File: config.mk
export PLATFORM = sky130hd
export DESIGN_NAME = kfpga_config_loader
export DESIGN_NICKNAME = d
export VERILOG_FILES = /design/src/rtl/kfpga_config_loader.sv
export SDC_FILE = /design/constraint.sdc
export NUM_CORES = 1
export LEC_CHECK = 0
export CORE_UTILIZATION = 61
export CTS_BUF_LIST = sky130_fd_sc_hd__clkbuf_4 sky130_fd_sc_hd__clkbuf_8 sky130_fd_sc_hd__clkbuf_16
export DETAILED_ROUTE_END_ITERATION = 12
export GPL_TIMING_DRIVEN = 0
export HOLD_SLACK_MARGIN = 0.08
export PLACE_DENSITY = 0.86
export SLEW_MARGIN = 20
export SYNTH_ARGS = -nofsm -noshare
export SYNTH_HDL_FRONTEND = slang
export SYNTH_SLANG_ARGS = --single-unit
File: constraint.sdc
create_clock -name clock -period 10.6 [get_ports clock]
set_input_delay 1.59 -clock clock [delete_from_list [all_inputs] [get_ports clock]]
set_output_delay 1.59 -clock clock [all_outputs]
set_load 0.01 [all_outputs]
File: src/rtl/kfpga_config_loader.sv
// kfpga_config_loader: clears the kFPGA config chain, then shifts CHAIN_LENGTH bitstream bits LSB-first into it
module kfpga_config_loader #(
    parameter int WORD_WIDTH   = 32,
    parameter int CHAIN_LENGTH = 1024,
    parameter int CLEAR_CYCLES = 4,
    parameter int COUNT_WIDTH  = 16
) (
    input  logic                   clock,
    input  logic                   reset,
    input  logic                   start,
    input  logic                   abort,
    input  logic [WORD_WIDTH-1:0]  word_data,
    input  logic                   word_valid,
    output logic                   word_ready,
    output logic                   config_out,
    output logic                   config_enable,
    output logic                   config_nreset,
    output logic                   busy,
    output logic                   done,
    output logic                   error,
    output logic [COUNT_WIDTH-1:0] bit_count
);
    localparam logic [COUNT_WIDTH-1:0] CL = COUNT_WIDTH'(CHAIN_LENGTH);
    localparam logic [COUNT_WIDTH-1:0] WW = COUNT_WIDTH'(WORD_WIDTH);
    localparam logic [COUNT_WIDTH-1:0] CC = COUNT_WIDTH'(CLEAR_CYCLES - 1);

    typedef enum logic [2:0] {IDLE, CLEAR, SHIFT, DONE, ERROR} state_t;

    state_t                  state_q;
    logic [WORD_WIDTH-1:0]   sreg_q;
    logic [COUNT_WIDTH-1:0]  left_q, acc_q, clr_q, bc_q, rem, take;
    logic                    out_q, en_q, nres_q, busy_q, done_q, err_q, hs;

    // left_q counts bits of the current word still to be presented, including the one on config_out,
    // so a new word may be taken while the last bit is on the wire without leaving a bubble
    always_comb begin
        rem        = CL - acc_q;
        take       = (rem > WW) ? WW : rem;
        word_ready = (state_q == SHIFT) && (left_q <= COUNT_WIDTH'(1)) && (acc_q < CL) && !abort;
        hs         = word_valid && word_ready;
    end

    // Control FSM with registered chain outputs; bit_count trails config_enable by one edge
    always_ff @(posedge clock) begin
        if (reset) begin
            state_q <= IDLE;
            sreg_q  <= '0;
            left_q  <= '0;
            acc_q   <= '0;
            clr_q   <= '0;
            bc_q    <= '0;
            out_q   <= 1'b0;
            en_q    <= 1'b0;
            nres_q  <= 1'b1;
            busy_q  <= 1'b0;
            done_q  <= 1'b0;
            err_q   <= 1'b0;
        end else begin
            bc_q <= bc_q + COUNT_WIDTH'(en_q);
            if (abort && (state_q == CLEAR || state_q == SHIFT)) begin
                state_q <= ERROR;
                err_q   <= 1'b1;
                busy_q  <= 1'b0;
                en_q    <= 1'b0;
                out_q   <= 1'b0;
                nres_q  <= 1'b1;
                sreg_q  <= '0;
                left_q  <= '0;
            end else begin
                case (state_q)
                    IDLE, DONE, ERROR: if (start) begin
                        state_q <= CLEAR;
                        bc_q    <= '0;
                        acc_q   <= '0;
                        left_q  <= '0;
                        sreg_q  <= '0;
                        clr_q   <= '0;
                        done_q  <= 1'b0;
                        err_q   <= 1'b0;
                        busy_q  <= 1'b1;
                        nres_q  <= 1'b0;
                    end
                    CLEAR: if (clr_q == CC) begin
                        state_q <= SHIFT;
                        nres_q  <= 1'b1;
                    end else begin
                        clr_q <= clr_q + 1'b1;
                    end
                    SHIFT: if (en_q && bc_q == CL - 1'b1) begin
                        state_q <= DONE;
                        done_q  <= 1'b1;
                        busy_q  <= 1'b0;
                        en_q    <= 1'b0;
                        out_q   <= 1'b0;
                        left_q  <= '0;
                    end else if (hs) begin
                        sreg_q <= word_data >> 1;
                        out_q  <= word_data[0];
                        en_q   <= 1'b1;
                        left_q <= take;
                        acc_q  <= acc_q + take;
                    end else if (left_q > COUNT_WIDTH'(1)) begin
                        sreg_q <= sreg_q >> 1;
                        out_q  <= sreg_q[0];
                        en_q   <= 1'b1;
                        left_q <= left_q - 1'b1;
                    end else begin
                        left_q <= '0;
                        en_q   <= 1'b0;
                        out_q  <= 1'b0;
                    end
                    default: state_q <= IDLE;
                endcase
            end
        end
    end

    assign config_out    = out_q;
    assign config_enable = en_q;
    assign config_nreset = nres_q;
    assign busy          = busy_q;
    assign done          = done_q;
    assign error         = err_q;
    assign bit_count     = bc_q;
endmodule

==> results.toml, run 1 <==
[clock_network]
postCtsSetupRepairBufs = 0
cts.sinks = 104
clk_pin_slew_ns = 0.11
cts_buffers = 9
cts_hold_buffers = 0
root_buffer = "clkbuf_8"
cts.htree.levels = 3
clock_latency_ns = 0.37
cts_resized = 0
cts_tree = "built"
cts_buffer_depth = 2

[placed_design]
dp_cells = 890
gp_congestion = 0.907
port_buffers = 59
dp_hpwl_mm = 10.6

[drt]
drt_wl_total_mm = 14.3
detail-route-antenna-nets = 0
drc_errors = 0
via_per_inst = 6.14
dr.pass1.iters = 7
vias = 5556
wl_per_cell_um = 15.8
drt-initial-drc-count = 261

[power_and_ir_drop]
comb_power_share_pct = 40.4
p_per_area_nw_per_um2 = 195
vdd.ir_drop.worst_uv = 132
p_leak_nw = 2.46
p_switching_uw = 530
pwr-share-seq_pct = 41.1
intPower_uw = 753
clkPwrFrac_pct = 18.5
p_sw_share_pct = 41.3

[hold_path]
hold_class = "reg -> reg"

[floorplanning]
fp.dieW_um = 98.4
die_area_um2 = 9680
pin_count = 60
die_h_um = 98.4
start_util_pct = 64.1
core_area_um2 = 8850
row_count = 34

[setup_path]
cp.arrival_ns = 3.58
cp_max_fo = 4
crit_path_end_kind = "output port"
required_ns = 9.01
worstSetupStartpointType = "primary input"
worst-setup-path-type = "in -> out"

[logic_synthesis]
synthMuxAreaShare_pct = 1.35
ys_seq_area_share_pct = 36.7
synth_cells = 722
synthTopCellsByCount = "104 x dfxtp_1, 104 x nor2_1, 70 x a21oi_1"
synth-edff-count = 0
synth_top_family_by_area = "simple AND/OR/NAND/NOR gates"
yosys-top-cells-area = "dfxtp_1 37%, nor2_1 6.9%, a21oi_1 6.2%, a211oi_1 4.4%, and3_1 4.1%"
syn_avg_cell_area_um2 = 7.85
synth_area_um2 = 5670
synth-main-ff-cell = "dfxtp_1"
ys_warn_count = 0
post-synth-top-area-fraction_pct = 36.7
synth_fa_ha_area_share_pct = 3.44
synth_compound_area_share_pct = 20.3
synth.distinct_cells = 62
synthArstFlopShare_pct = 0
yosys.area.top_type = "dfxtp_1"
synth-xor-area-share_pct = 5.72
ys_seq_elements = 104
yosys.area_share.simple_pct = 27.9

[run_status]
outcome = "finished clean"

[timing]
relSlewSlack_pct = 51.2
rsz0062_at_grt = "false"
min_period_ns = 5.17
timing.fmax_mhz = 193
fin_crit_sh_pct = 48.8
worst_pin_slew_ns = 0.722
fin_skew_ns = 0.0142
setup_viol = 0
drv_slew = 0
fin_setup_tns_ns = 0
hold_violations = 0

[grt]
globalRouteOverflowTotal = 0
grt_pass1_wl_mm = 24.3
gr-usage-all-layers_pct = 30.6
grt_max_degree = 19
antenna_found_initial = 0
grt_pass1_vias = 5308

[final_layout]
instances_no_fill = 905
drive_gt1_share_pct = 3.76
area_growth_pct = 16.0
diodes = 0
fin_nets = 845

[job]
max_cap_violations = 0
## worst paths after layout
path | from | endpoint | slack (ns) | depth (start not counted)
hold / removal | left_q[11]$_SDFFE_PP0P_ | left_q[11]$_SDFFE_PP0P_ | 0.49 | 1
hold reg to reg | left_q[11]$_SDFFE_PP0P_ | left_q[11]$_SDFFE_PP0P_ | 0.49 | 1
setup reg to reg | acc_q[1]$_SDFFE_PP0P_ | acc_q[10]$_SDFFE_PP0P_ | 6.04 | 18
setup / recovery | abort | word_ready | 5.43 | 5
## worst max-delay path, cell delays in order
cell,delay (ns)
clkdlybuf4s50_1,0.50
or4_1,0.53
nor3_1,0.24
and2_1,0.19
clkdlybuf4s50_1,0.53
## power by group through the flow
stage / clock network, mW / registers [mW] / logic (mW)
after CTS: 0.239 / 0.525 / 0.513
final: 0.237 / 0.527 / 0.518
after global routing: 0.257 / 0.537 / 0.580
after floorplan: 0 / 0.522 / 0.375
after global placement: 0 / 0.529 / 0.491
after detailed placement: 0 / 0.533 / 0.508
## metal layers
layer	vias up	share of wire, %	GRT usage, %	wire (µm)
met5	-	0	0	0
met4	0	1.9	10.4	273
met3	31	4.9	4.80	705
met2	179	49	52.3	6980
met1	2616	44	39.3	6370
li1	2730	-	-	-
## state kept, by name, summed over array words and instances, names as in the netlist
name,count
config_nreset,1
state_q,3
left_q,16
busy,1
acc_q,16
config_out,1
bit_count,16
clr_q,16
error,1
sreg_q,31
config_enable,1
done,1
## per-stage QoR
stage	utilization (%)	area, µm²	hold WS (ns)	worst slack [ns]	total power, mW
after floorplan	-	5670	0.445	6.59	0.897
after global routing	74.3	6580	0.520	5.38	1.37
after CTS	74.3	6580	0.494	5.43	1.28
final	74.3	6580	0.492	5.43	1.28
after global placement	72.3	6400	0.464	5.47	1.02
after detailed placement	72.3	6400	0.476	5.43	1.04
## cells by family after synthesis
group | count (synthesis)
and+or+nand+nor | 309
AOI/OAI and AO/OA | 183
DFF | 104
buffers and inverters | 66
xor gates and xnor gates | 37
adders and majority gates | 15
muxes | 7
other | 1
## layout by cell type, fill, tap and decap left out, types with 10 or more instances in the layout
| cell | n |
|---|---|
| and3_1 | 37 |
| xor2_1 | 22 |
| nand4_1 | 10 |
| clkdlybuf4s50_1 | 59 |
| nor2_1 | 104 |
| nand3_1 | 18 |
| or3_1 | 17 |
| ha_1 | 14 |
| xnor2_1 | 15 |
| dfxtp_1 | 104 |
| inv_1 | 20 |
| nor3_1 | 14 |
| o21ai_0 | 29 |
| nand2_1 | 46 |
| nor4_1 | 10 |
| a211oi_1 | 33 |
| clkbuf_1 | 43 |
| a21oi_1 | 70 |
## area by class of cell
| cell class | instances | area [µm²] |
|---|---|---|
| Buffer | 46 | 179 |
| Fill cell | 706 | 2270 |
| Inverter | 20 | 75.1 |
| Clock buffer | 9 | 124 |
| Timing Repair Buffer | 59 | 591 |
| Clock inverter | 6 | 53.8 |
| Multi-Input combinational cell | 553 | 3340 |
| Sequential cell | 104 | 2080 |
| Tap cell | 108 | 135 |
Note: power is estimated with default switching activity, not from simulation.
==> run 2: changes to the inputs <==
--- a/config.mk
+++ b/config.mk
@@ -5,12 +5,12 @@
 export SDC_FILE = /design/constraint.sdc
 export NUM_CORES = 1
 export LEC_CHECK = 0
-export CORE_UTILIZATION = 61
+export CORE_UTILIZATION = 52
 export CTS_BUF_LIST = sky130_fd_sc_hd__clkbuf_4 sky130_fd_sc_hd__clkbuf_8 sky130_fd_sc_hd__clkbuf_16
 export DETAILED_ROUTE_END_ITERATION = 12
 export GPL_TIMING_DRIVEN = 0
 export HOLD_SLACK_MARGIN = 0.08
-export PLACE_DENSITY = 0.86
+export PLACE_DENSITY = 0.78
 export SLEW_MARGIN = 20
 export SYNTH_ARGS = -nofsm -noshare
 export SYNTH_HDL_FRONTEND = slang
==> constraint.sdc (replaced) <==
create_clock -name clock -period 4.2 [get_ports clock]
set_input_delay 0.63 -clock clock [delete_from_list [all_inputs] [get_ports clock]]
set_output_delay 0.63 -clock clock [all_outputs]
set_load 0.01 [all_outputs]
==> run 2 against run 1 <==
Setup slack got worse by 5.4 ns; global-route usage fell by 3.2 points; core utilization fell by 8.6 points; first-iteration DRC count rose by 50%; die area rose by 17%; power rose to 2.6 times the previous value; hold slack improved by 0.0014 ns; via count rose by 0.79%; routed wire length rose by 4.2%; critical path type is now reg -> reg.
==> results.toml, run 2 (synthesized netlist as in run 1, its figures left out) <==
[run_status]
outcome = "finished clean"

[setup_path]
required_ns = 4.52
reg2reg_depth = 17
crit_family = "simple AND/OR/NAND/NOR gates"
slowest_delay_ns = 0.53
crit_path_cell_trace = "or4_4, buf_6, or4b_4, a21oi_4, o2111ai_4, nor3_4, buf_6, buf_6, nand2_2, fa_2, nand2b_4, o21ai_2, nand3_1, mux2i_2, o21ai_2, or3_1, a21oi_1"
worstSetupStartpointType = "flop"
cp_max_fo = 7
critPathSlowestCell = "or4_4"
worst-path-buf-inv = 3
cp.arrival_ns = 4.46
crit_top_cell = "buf_6"
worst-setup-path-type = "reg -> reg"
cp.depth = 17
crit_path_end_kind = "flop"

[final_layout]
final_cell_area_um2 = 6880
drive_gt1_share_pct = 8.66
layout_common_cells = "103 x nor2_1, 101 x dfxtp_1, 68 x a21oi_1"
fin_nets = 855
diodes = 0
largest_reg_flops = 31
final_common_cell = "nor2_1"
regMostFlops = "sreg_q"
area_growth_pct = 21.3

[timing]
fin_skew_ns = 0.0206
min_period_ns = 4.14
worst_pin_slew_ns = 0.843
fin_crit_sh_pct = 98.6
setup_viol = 0
hold_ws_ns = 0.493
timing.fmax_mhz = 241
hold_violations = 0
drv_slew = 0
relSlewSlack_pct = 43.0

[clock_network]
root_buffer = "clkbuf_8"
cts_hold_buffers = 0
cts_buffers = 9
cts.htree.levels = 3
cts_tree = "built"
clock_latency_ns = 0.39
cts.sinks = 104
cts_buffer_depth = 2
clk_pin_slew_ns = 0.10

[floorplanning]
core_area_um2 = 10500
pin_count = 60
fp.dieW_um = 106
die_h_um = 106
start_util_pct = 54.2
die_area_um2 = 11300
row_count = 37

[power_and_ir_drop]
pwr-share-seq_pct = 40.1
p_switching_mw = 1.34
p_sw_share_pct = 40.6
intPower_mw = 1.97
clkPwrFrac_pct = 20.1
vdd.ir_drop.worst_uv = 354
comb_power_share_pct = 39.9
p_per_area_nw_per_um2 = 482
p_leak_nw = 2.56

[drt]
vias = 5600
wl_per_cell_um = 15.8
drc_errors = 0
drt_wl_total_mm = 14.9
detail-route-antenna-nets = 0
drt-initial-drc-count = 392
dr.pass1.iters = 5
via_per_inst = 5.93

[placed_design]
gp_congestion = 0.902
dp_hpwl_mm = 10.6
port_buffers = 59
postPlaceCellArea_um2 = 6430

[grt]
gr-usage-all-layers_pct = 27.4
grt_max_degree = 18
grt_pass1_wl_mm = 25.0
antenna_found_initial = 0
grt_pass1_vias = 5240
globalRouteOverflowTotal = 0

[job]
max_cap_violations = 0

[hold_path]
hold_class = "reg -> reg"
min_path_cells = 2
[run 2: cell count changes in the layout (fill, tap and decap cells not counted), moves of 3 or more]
cell,delta
ha_4,+3
ha_1,-3
dfxtp_1,-3
buf_6,+4
buf_4,+8
clkbuf_1,-3
[run 2: worst paths after layout]
kind / from / endpoint / slack (ns)
worst min register to register: clr_q[1]$_SDFFE_PP0P_ / clr_q[1]$_SDFFE_PP0P_ / 0.49
worst min-delay path: clr_q[1]$_SDFFE_PP0P_ / clr_q[1]$_SDFFE_PP0P_ / 0.49
worst max register to register: acc_q[0]$_SDFFE_PP0P_ / acc_q[10]$_SDFFE_PP0P_ / 0.06
worst max-delay path: acc_q[0]$_SDFFE_PP0P_ / acc_q[10]$_SDFFE_PP0P_ / 0.06
[run 2: power groups by stage]
| stage | Clock [mW] | Combinational (mW) | Sequential [mW] |
|---|---|---|---|
| 2_1_floorplan | 0 | 0.947 | 1.32 |
| 3_3_place_gp | 0 | 1.25 | 1.34 |
| 3_5_place_dp | 0 | 1.29 | 1.35 |
| 4_1_cts | 0.682 | 1.30 | 1.32 |
| 5_1_grt | 0.725 | 1.49 | 1.35 |
| 6_report | 0.666 | 1.32 | 1.33 |
[run 2: layer usage]
metal  up-vias  track usage [%]  wire, µm
met1      2647             35.5      6790
met3        39             5.27       712
li1       2757                -         -
met2       157             43.9      6970
met5         -                0         0
met4         0             12.2       467
[run 2: per-stage QoR]
stage	utilization (%)	setup WS [ns]	std cells	setup TNS, ns	total power, mW
floorplan	-	0.189	723	0	2.26
global placement	61.5	-0.308	918	-0.550	2.58
detailed placement	61.5	-0.364	918	-0.803	2.64
CTS	64.2	0.00648	939	0	3.31
global route	65.7	-0.0724	944	-0.161	3.57
finish	65.7	0.0586	944	0	3.32
[run 2: worst min-delay path, delay by kind of cell, from the launching register on]
family	cells	cell delay (ns)
flip-flops	1	0.34
AO/OA/AOI/OAI	1	0.05
AND/OR/NAND/NOR	1	0.06
[run 2: repair_timing]
action | CTS | global route
endpoints found under the setup margin | 5 | 6
buffers inserted | 5 | 7
pin swaps | 3 | 11
resized for setup | 10 | 32
[run 2: cell type report]
type	count	area (µm²)
Fill cell	890	3580
Multi-Input combinational cell	553	3470
Sequential cell	104	2090
Timing Repair Buffer	70	681
Buffer	45	188
Tap cell	136	170
Clock buffer	11	139
Inverter	20	75.1
Clock inverter	5	65.1
==> run 3: changes to the inputs <==
--- a/config.mk
+++ b/config.mk
@@ -5,12 +5,13 @@
 export SDC_FILE = /design/constraint.sdc
 export NUM_CORES = 1
 export LEC_CHECK = 0
+export CORE_MARGIN = 3
 export CORE_UTILIZATION = 52
 export CTS_BUF_LIST = sky130_fd_sc_hd__clkbuf_4 sky130_fd_sc_hd__clkbuf_8 sky130_fd_sc_hd__clkbuf_16
 export DETAILED_ROUTE_END_ITERATION = 12
 export GPL_TIMING_DRIVEN = 0
 export HOLD_SLACK_MARGIN = 0.08
-export PLACE_DENSITY = 0.78
+export PLACE_DENSITY = 0.85
 export SLEW_MARGIN = 20
 export SYNTH_ARGS = -nofsm -noshare
 export SYNTH_HDL_FRONTEND = slang
==> run 3 against run 2 <==
Via count increased by 2.8%; sequential power about the same; clock skew decreased by 0.0039 ns; global-route usage decreased by 2.6 points; routed wire length increased by 6.7%; die area increased by 7.7%; clock power decreased by 12%; critical path depth unchanged; hold slack got worse by 0.013 ns; final area increased by 0.58%; largest cell class unchanged.
==> results.toml, run 3 (synthesized netlist as in run 1, its figures left out) <==
[setup_path]
r2r_end = "acc_q[10]$_SDFFE_PP0P_"
reg2reg_depth = 17
slowest_delay_ns = 0.55
worstSetupStartpointType = "flop"
crit_path_end_kind = "flop"
required_ns = 4.53
worst-setup-path-type = "reg -> reg"
worst-path-buf-inv = 3
crit_top_cell = "buf_8"
r2r_start = "acc_q[2]$_SDFFE_PP0P_"
critPathSlowestCell = "or4b_4"
crit_path_cell_trace = "or4_4, buf_8, or4b_4, a21oi_4, o2111ai_4, nor3_4, buf_6, buf_8, nand2_4, fa_2, nand2b_4, o21ai_1, nand3_1, mux2i_2, o21ai_2, or3_4, a21oi_2"
cp_max_fo = 8
r2r_slack_ns = 0.02
cp.depth = 17
crit_family = "simple AND/OR/NAND/NOR gates"
cp.arrival_ns = 4.50

[grt]
grt_max_degree = 17
gr-usage-all-layers_pct = 24.8
grt_pass1_vias = 5466
antenna_found_initial = 0
globalRouteOverflowTotal = 0
grt_pass1_wl_mm = 25.5

[timing]
fin_skew_ns = 0.0167
relSlewSlack_pct = 49.1
timing.fmax_mhz = 239
fin_crit_sh_pct = 99.5
fin_setup_tns_ns = 0
drv_slew = 0
min_period_ns = 4.18
worst_pin_slew_ns = 0.753
hold_ws_ns = 0.481
rsz0062_at_grt = "true"
hold_violations = 0
setup_viol = 0

[final_layout]
fin_nets = 856
largest_reg_flops = 31
area_growth_pct = 22.1
regMostFlops = "sreg_q"
final_cell_area_um2 = 6920
instances_no_fill = 943
diodes = 0
drive_gt1_share_pct = 9.05
layout_common_cells = "103 x nor2_1, 99 x dfxtp_1, 66 x a21oi_1"
final_common_cell = "nor2_1"

[hold_path]
hold_path_end = "done$_SDFFE_PP0P_"
min_path_cells = 2
hold_class = "reg -> reg"
min_from = "done$_SDFFE_PP0P_"

[drt]
drt-initial-drc-count = 493
wl_per_cell_um = 16.9
dr.pass1.iters = 6
detail-route-antenna-nets = 0
drt_wl_total_mm = 15.9
drc_errors = 0
vias = 5757
via_per_inst = 6.10

[placed_design]
dp_hpwl_mm = 11.1
port_buffers = 59
postPlaceCellArea_um2 = 6430
dp_cells = 918
gp_congestion = 0.921

[run_status]
outcome = "finished clean"

[floorplanning]
pin_count = 60
start_util_pct = 54.2
die_h_um = 110
core_area_um2 = 10500
die_area_um2 = 12200
row_count = 37
fp.dieW_um = 110

[power_and_ir_drop]
vdd.ir_drop.worst_uv = 477
p_leak_nw = 2.57
p_total_mw = 3.26
p_per_area_nw_per_um2 = 471

[job]
max_cap_violations = 0

[clock_network]
cts.sinks = 104
cts_buffer_depth = 2
root_buffer = "clkbuf_8"
clk_pin_slew_ns = 0.10
clock_latency_ns = 0.39
cts_tree = "built"
cts.htree.levels = 3
cts_buffers = 9
run 3: where the power goes:
part	total, mW	switching, mW	internal, mW
registers	1.32	0.128	1.20
logic	1.35	0.865	0.483
clock network	0.585	0.357	0.228
run 3: layout make-up:
cell class / count / area, µm²
Timing Repair Buffer: 71 / 688
Sequential cell: 104 / 2100
Clock buffer: 10 / 138
Clock inverter: 4 / 30.0
Multi-Input combinational cell: 553 / 3530
Fill cell: 869 / 3540
Buffer: 45 / 190
Inverter: 20 / 75.1
Tap cell: 136 / 170
run 3: worst max path at each step:
stage                                startpoint                endpoint
after floorplan           acc_q[5]$_SDFFE_PP0P_  acc_q[10]$_SDFFE_PP0P_
after global placement    acc_q[0]$_SDFFE_PP0P_  acc_q[10]$_SDFFE_PP0P_
after detailed placement  acc_q[0]$_SDFFE_PP0P_  acc_q[10]$_SDFFE_PP0P_
after CTS                 acc_q[5]$_SDFFE_PP0P_  acc_q[10]$_SDFFE_PP0P_
after global routing      acc_q[2]$_SDFFE_PP0P_  acc_q[10]$_SDFFE_PP0P_
final                     acc_q[2]$_SDFFE_PP0P_  acc_q[10]$_SDFFE_PP0P_
run 3: stage by stage:
| step | setup WS (ns) | util [%] |
|---|---|---|
| after floorplan | 0.189 | - |
| after global placement | -0.222 | 61.5 |
| after detailed placement | -0.337 | 61.5 |
| after CTS | 0.00128 | 63.9 |
| after global routing | -0.125 | 66.1 |
| final | 0.0223 | 66.1 |
run 3: metal layers:
metal / global-route usage (%) / up-vias / share of wire, %
li1: - / 2756 / -
met1: 30.4 / 2719 / 42
met2: 42.0 / 229 / 49
met3: 5.15 / 53 / 5.9
met4: 10.7 / 0 / 3.5
met5: 0 / - / 0
run 3: timing repair:
| action | CTS | global route |
|---|---|---|
| gates cloned | 0 | 0 |
| buffers inserted | 7 | 7 |
| pin swaps | 2 | 15 |
| resized for setup | 7 | 48 |
| hold buffers | 0 | 0 |
| endpoints found under the setup margin | 4 | 5 |
run 3: worst register-to-register path: stages (launching register included):
cell and delay, ns:
dfxtp_4 0.37, or4_4 0.54, buf_8 0.16, or4b_4 0.56
a21oi_4 0.16, o2111ai_4 0.15, nor3_4 0.23, buf_6 0.14
buf_8 0.12, nand2_4 0.05, fa_2 0.36, nand2b_4 0.17
o21ai_1 0.17, nand3_1 0.13, mux2i_2 0.24, o21ai_2 0.11
or3_4 0.34, a21oi_2 0.13
